## src/rtl/divider.sv

```systemverilog
// ---------------------------------------------------------------------------
// divider : sequential restoring shift-subtract divider, 32-bit operands.
//
// One quotient bit is produced per clock, MSB first, over 32 CALC cycles.
// Build option: define DIVIDER_SIGNED_EN for two's-complement signed division
// (magnitudes are divided, quotient truncates toward zero, remainder takes the
// dividend's sign). Latency and handshake are the same in both builds.
//
// Ports:
//   clk          clock, all state updates on the rising edge
//   rst_n        asynchronous active-low reset
//   start        begin a division (accepted only while busy == 0)
//   A, B         dividend / divisor, captured on the accepting edge
//   busy         high for the 32 iteration cycles
//   done         one-cycle pulse when quotient/remainder/div_by_zero update
//   quotient     result of the last completed operation
//   remainder    remainder of the last completed operation
//   div_by_zero  last completed operation had B == 0
// ---------------------------------------------------------------------------
module divider (
  input  logic        clk,
  input  logic        rst_n,
  input  logic        start,
  input  logic [31:0] A,
  input  logic [31:0] B,
  output logic        busy,
  output logic        done,
  output logic [31:0] quotient,
  output logic [31:0] remainder,
  output logic        div_by_zero
);

  typedef enum logic [1:0] {IDLE, CALC, DONE} state_t;

  state_t      state;
  logic [31:0] a_reg;     // original dividend, needed for the B == 0 result
  logic [31:0] b_reg;     // divisor magnitude
  logic [31:0] q_reg;     // dividend bits shift out at the top, quotient bits in at the bottom
  logic [32:0] rem_reg;   // partial remainder, one spare bit for the trial subtraction
  logic [4:0]  count;
`ifdef DIVIDER_SIGNED_EN
  logic        b_neg;
`endif

  // One restoring iteration.
  logic [33:0] shifted;
  logic [33:0] diff;
  logic        qbit;
  logic [32:0] rem_next;
  logic [31:0] q_next;
  logic [31:0] q_res;
  logic [31:0] r_res;
  logic        b_zero;

  always_comb begin
    shifted  = {rem_reg, q_reg[31]};
    diff     = shifted - {2'b00, b_reg};
    qbit     = ~diff[33];               // no borrow: divisor fits
    rem_next = qbit ? diff[32:0] : shifted[32:0];
    q_next   = {q_reg[30:0], qbit};
    b_zero   = (b_reg == 32'd0);
`ifdef DIVIDER_SIGNED_EN
    q_res = (a_reg[31] ^ b_neg) ? (32'd0 - q_next) : q_next;
    r_res = a_reg[31] ? (32'd0 - rem_next[31:0]) : rem_next[31:0];
`else
    q_res = q_next;
    r_res = rem_next[31:0];
`endif
    if (b_zero) begin
      q_res = 32'hFFFF_FFFF;
      r_res = a_reg;
    end
  end

  always_ff @(posedge clk or negedge rst_n) begin
    if (!rst_n) begin
      state       <= IDLE;
      busy        <= 1'b0;
      done        <= 1'b0;
      quotient    <= 32'd0;
      remainder   <= 32'd0;
      div_by_zero <= 1'b0;
      a_reg       <= 32'd0;
      b_reg       <= 32'd0;
      q_reg       <= 32'd0;
      rem_reg     <= 33'd0;
      count       <= 5'd0;
`ifdef DIVIDER_SIGNED_EN
      b_neg       <= 1'b0;
`endif
    end else begin
      case (state)
        IDLE, DONE: begin
          done <= 1'b0;
          if (start) begin
            a_reg   <= A;
            rem_reg <= 33'd0;
            count   <= 5'd0;
            busy    <= 1'b1;
            state   <= CALC;
`ifdef DIVIDER_SIGNED_EN
            b_neg   <= B[31];
            b_reg   <= B[31] ? (32'd0 - B) : B;
            q_reg   <= A[31] ? (32'd0 - A) : A;
`else
            b_reg   <= B;
            q_reg   <= A;
`endif
          end else begin
            state <= IDLE;
          end
        end
        CALC: begin
          q_reg   <= q_next;
          rem_reg <= rem_next;
          count   <= count + 5'd1;
          if (count == 5'd31) begin
            quotient    <= q_res;
            remainder   <= r_res;
            div_by_zero <= b_zero;
            done        <= 1'b1;
            busy        <= 1'b0;
            state       <= DONE;
          end
        end
        default: state <= IDLE;
      endcase
    end
  end

endmodule

```

## config.mk

```make
export PLATFORM = sky130hd
export DESIGN_NAME = divider
export DESIGN_NICKNAME = d
export VERILOG_FILES = /design/src/rtl/divider.sv
export SDC_FILE = /design/constraint.sdc
export NUM_CORES = 1
export LEC_CHECK = 0
export ABC_AREA = 0
export BUFFER_PORTS_ARGS = -buffer_cell sky130_fd_sc_hd__buf_2
export CAP_MARGIN = 20
export CORE_MARGIN = 3
export CORE_UTILIZATION = 45
export DETAILED_ROUTE_END_ITERATION = 6
export PLACE_DENSITY = 0.66
export SETUP_SLACK_MARGIN = 0.02
export SLEW_MARGIN = 20
export SYNTH_ARGS = -nofsm -noshare
export SYNTH_HDL_FRONTEND = slang
export SYNTH_SLANG_ARGS = --single-unit
export TNS_END_PERCENT = 50
```

## constraint.sdc

```tcl
create_clock -name clk -period 4.1 [get_ports clk]
set_input_delay 0.205 -clock clk [delete_from_list [all_inputs] [get_ports clk]]
set_output_delay 0.205 -clock clk [all_outputs]
set_load 0.01 [all_outputs]
```

* Yosys cells after proc, flatten, opt, wreduce, memory -nomap -nowiden
Index checks and enable logic that the tools add are counted.
** Word-level totals
- Register bits after elaboration :: 203
- Bits in latches :: 0
- RAM bits :: 0
- Bits in read-only memories :: 0
- Input port bits :: 67
- Output and inout bits :: 67
- Memories :: 0
** Operators by class
- Add/sub/neg operators :: 2
- $mul :: 0
- Divide/modulo/power cells :: 0
- Order comparisons :: 0
- Eq/ne operators :: 5
- Shifts and indexed selects :: 0
- Muxes and demuxes :: 17
- Bitwise logic cells :: 1
- Reductions and logical operators :: 9
** Operators by type and width (number)
- 32-bit two-way mux :: 3
- 33-bit two-way mux :: 2
- 33-bit case mux with 2 select lines :: 1
- 32-bit case mux with 2 select lines :: 1
- 34-bit by 32-bit subtractor with 34-bit output :: 1
- 32-bit logical NOT :: 1
- 5-bit case mux with 2 select lines :: 1
- 2-bit AND reduction :: 4
- 5-bit by 1-bit adder with 5-bit output (second input constant) :: 1
- 5-bit == test (second input constant) :: 1
- 5-bit two-way mux :: 1
- 1-bit two-way mux :: 4
- 2-bit inequality test (second input constant) :: 2
- 1-bit case mux with 2 select lines :: 2
- 2-bit case mux with 2 select lines :: 1
- 3-bit AND reduction :: 1
- 2-bit by 1-bit == test with 1-bit output (second input constant) :: 1
- 2-bit == test (second input constant) :: 1
- 2-bit logical NOT :: 1
- 2-bit two-way mux :: 1
- 2-bit nonzero test :: 1
- 2-bit OR reduction :: 1
- 1-bit NOT :: 1

* Logic depth before layout (Yosys ltp)
- Depth in word-level cells :: 4
- Depth in mapped cells :: 14
- Mapped depth without buffers :: 13

* Worst setup path after synthesis
OpenSTA, ideal clock, no wires.
- Path type :: register to register
- Start point :: reg q_reg[31]
- End point :: reg remainder[30]
- Setup time :: 0.122 ns
- Arrival time :: 2.889 ns
- Data required time :: 3.978 ns
- Slack :: 1.089 ns
- Stages on the path, launching flop included :: 14
- Buffers on the path :: 0
- Path through :: dfrtp_1 -> inv_1 -> ha_1 -> inv_1 -> fa_1 -> a21o_1 -> a221oi_2 -> o211ai_1 -> a21oi_2 -> o21ai_2 -> a2111oi_2 -> a311oi_1 -> or3b_1 -> a32o_1
** On the way
- Cells in the longest elaborated chain, start to end :: 3
** Ends and longest elaborated chain
- start, declared :: line 38 : logic [31:0] q_reg;
- start signal, assigned :: line 114 : q_reg <= q_next;
- 34-bit by 32-bit subtractor with 34-bit output :: line 57 : diff = shifted - {2'b00, b_reg};
- 33-bit two-way mux :: line 59 : rem_next = qbit ? diff[32:0] : shifted[32:0];
- 32-bit two-way mux :: line 69 : if (b_zero) begin
- end signal, assigned :: line 119 : remainder <= r_res;
- end, declared :: line 29 : output logic [31:0] remainder,
Every way passes these cells.
A chain may end at the register's enable or synchronous reset.

* Final worst setup path
- Start point :: reg rem_reg[0]
- End point :: reg rem_reg[6]
** On the way
- Cells in the longest elaborated chain, start to end :: 3
** Ends and longest elaborated chain
- start, declared :: line 39 : logic [32:0] rem_reg;
- start signal, assigned :: line 115 : rem_reg <= rem_next;
- 34-bit by 32-bit subtractor with 34-bit output :: line 57
- 33-bit two-way mux :: line 59
- 33-bit case mux with 2 select lines :: line 92 : case (state)
Every way passes these cells.

==> flow_metrics.env <==
export IMPL_yosysWarnings=0
export IMPL_synth_top_area_share_pct=49.4
export IMPL_clkTransAtPathRegs_ns=0.06
export IMPL_largest_reg_flops=33
export IMPL_initial_core_util_pct=46.4
export IMPL_hold_viol=0
export IMPL_netlist_instances=1138
export IMPL_grt_pass1_wl_mm=46.9
export IMPL_die_x_um=157
export IMPL_cp_end_kind="flip-flop"
export IMPL_grt_pass1_vias=8769
export IMPL_avgSynthCellArea_um2=9.04
export IMPL_min_to="q_reg[27]"
export IMPL_cts_resized=0
export IMPL_synthFlopType="dfrtp_1"
export IMPL_ys_top_cells_by_area="dfrtp_1, nand2_1, ha_1"
export IMPL_ys_seq_elements=203
export IMPL_status="completed"
export IMPL_power_density_mw_per_mm2=988
export IMPL_synth_common_cells="nand2_1, dfrtp_1, o21ai_0, clkbuf_1, o21ai_1"
export IMPL_finalMaxSlewViolations=0
export IMPL_path_cells="ha_1 > nor2b_1 > o2111ai_1 > a211o_2 > a21oi_1 > a211o_1 > a221oi_2 > xnor2_2 > buf_12 > mux2i_1 > o21ai_1"
export IMPL_vias_per_cell=5.55
export IMPL_r2r_end="rem_reg[6]"
export IMPL_crit_slowest_cell="xnor2_2"
export IMPL_worstMarginPinSlew_ns=1.00
export IMPL_hpwl_mm=19.6
export IMPL_worstPathArrival_ns=3.86
export IMPL_synthesis_nets=1240
export IMPL_rsz0062_at_grt="false"
export IMPL_synth_top_area_cell="dfrtp_1"
export IMPL_insertion_delay_ns=0.52
export IMPL_final_nets=1410
export IMPL_routedWlPerCell_um=18.1
export IMPL_die_h_um=157
export IMPL_cap_violations=0
export IMPL_gp_congestion=0.879
export IMPL_synthArstFlopShare_pct=100
export IMPL_worstSetupStartpoint="rem_reg[0]"
export IMPL_vias=8900
export IMPL_final_antenna_net_count=0
export IMPL_syn_area_mm2=0.0103
export IMPL_grt_overflow=0
export IMPL_hold_ws_ns=0.263
export IMPL_r2r_start="rem_reg[0]"
export IMPL_clock_fmax_ghz=0.286
export IMPL_fin_setup_tns_ns=0
export IMPL_hold_class="primary input to flip-flop"
export IMPL_ff2ff_path_depth=11
export IMPL_cp_data_required_time_ns=4.46
export IMPL_irDropWorstVdd_mv=0.586
export IMPL_fp_dieArea_mm2=0.0247
export IMPL_numCtsBuffers=23
export IMPL_cts_max_level=1
export IMPL_drt_iter0_markers=482
export IMPL_dr_pass1_iters=5
export IMPL_final_setup_viol_count=0
export IMPL_hold_depth=5
export IMPL_clock_sinks=203
export IMPL_drc=0
export IMPL_clockBufferDepth=3
export IMPL_io_buffers=133
export IMPL_routed_wirelength_mm=29.1
export IMPL_post_route_period_util_pct=85.2
export IMPL_r2r_setup_slack_ns=0.61
export IMPL_root_buffer="clkbuf_16"
export IMPL_power_leakage_uw=0.00624
export IMPL_period_minus_slack_ns=3.49
export IMPL_drive_gt1_share_pct=16.2
export IMPL_antenna_found_initial=1
export IMPL_synth_edf_count=0
export IMPL_grt_max_degree=122
export IMPL_cts_tree="built"
export IMPL_cp_max_fo=26
export IMPL_area_growth_pct=23.0
export IMPL_coreArea_mm2=0.0222
export IMPL_io_pins=134
export IMPL_rows=54
export IMPL_relSlewSlack_pct=33.2
export IMPL_hold_start="start"
export IMPL_synthDistinctLibCells=61
export IMPL_slowest_delay_ns=0.63
export IMPL_criticalPathCategory="flip-flop to flip-flop"
export IMPL_yosysMostFrequentCell="nand2_1"
export IMPL_ys_seq_area_share_pct=49.4
export IMPL_cp_start_kind="flip-flop"
export IMPL_track_usage_pct=23.5
export IMPL_fin_worst_skew_ns=0.00990
==> cell families after synthesis <==
family / after synthesis / share of synthesized area, %
buffers and inverters: 105 / 4.21
adders and majority gates: 35 / 4.33
xor gates and xnor gates: 28 / 2.38
AOI/OAI and AO/OA: 293 / 17.9
and+or+nand+nor: 442 / 18.7
DFF: 203 / 49.4
muxes: 32 / 3.11
==> how the worst max path moves through the flow <==
| stage | to | slack (ns) |
|---|---|---|
| 2_1_floorplan | remainder[30] | 1.09 |
| 3_3_place_gp | rem_reg[6] | 0.68 |
| 3_5_place_dp | rem_reg[6] | 0.60 |
| 4_1_cts | rem_reg[6] | 0.61 |
| 5_1_grt | rem_reg[6] | 0.34 |
| 6_report | rem_reg[6] | 0.61 |
==> layout by cell type (no fill, tap or decap), drive strengths merged, types with 17 or more instances in the layout <==
cell type	count
buf	148
nor3	17
o21ai	144
mux2i	32
inv	37
clkbuf	32
nand2	321
and3	34
dlygate4sd3	65
nor2	21
dfrtp	203
ha	34
a22oi	31
xnor2	17
a21oi	51
==> critical path: cells and delay by family, from the launching register on <==
family,cells,cell delay [ns]
compound gates,6,1.15
simple gates,1,0.18
flops,1,0.43
mux,1,0.33
fa+ha+maj,1,0.29
xor+xnor,1,0.63
buf+inv,1,0.31
==> where the power goes <==
part / switching [uW] / internal, uW
combinational: 3920 / 2790
sequential: 649 / 2920
clock: 844 / 1370
==> per-layer routing <==
metal / vias up / GRT usage [%] / routed length [um]
met3: 43 / 4.89 / 1930
li1: 4279 / - / -
met1: 4334 / 33.8 / 13500
met5: - / 0 / 0
met2: 244 / 36.9 / 13100
met4: 0 / 5.58 / 640
==> final cells by class <==
type / count / area, um^2
Clock inverter: 10 / 156
Inverter: 36 / 135
Fill cell: 2003 / 9500
Sequential cell: 203 / 5080
Clock buffer: 31 / 656
Antenna cell: 1 / 2.50
Multi-Input combinational cell: 830 / 4820
Tap cell: 280 / 350
Timing Repair Buffer: 214 / 1460
==> stage by stage <==
| step | power, uW | setup slack (ns) | std cells | instance area (um^2) | util, % |
|---|---|---|---|---|---|
| 2_1_floorplan | 8520 | 1.09 | 1138 | 10300 | - |
| 3_3_place_gp | 10100 | 0.679 | 1498 | 11200 | 50.5 |
| 3_5_place_dp | 10200 | 0.599 | 1498 | 11200 | 50.5 |
| 4_1_cts | 12500 | 0.605 | 1604 | 12700 | 57.1 |
| 5_1_grt | 13500 | 0.342 | 1605 | 12700 | 57.1 |
| 6_report | 12500 | 0.608 | 1605 | 12700 | 57.1 |
==> timing repair <==
item,CTS,global route
setup buffers,0,0
hold buffers,65,0
endpoints found under the hold margin,214,0
(Power assumes the default switching activity.)
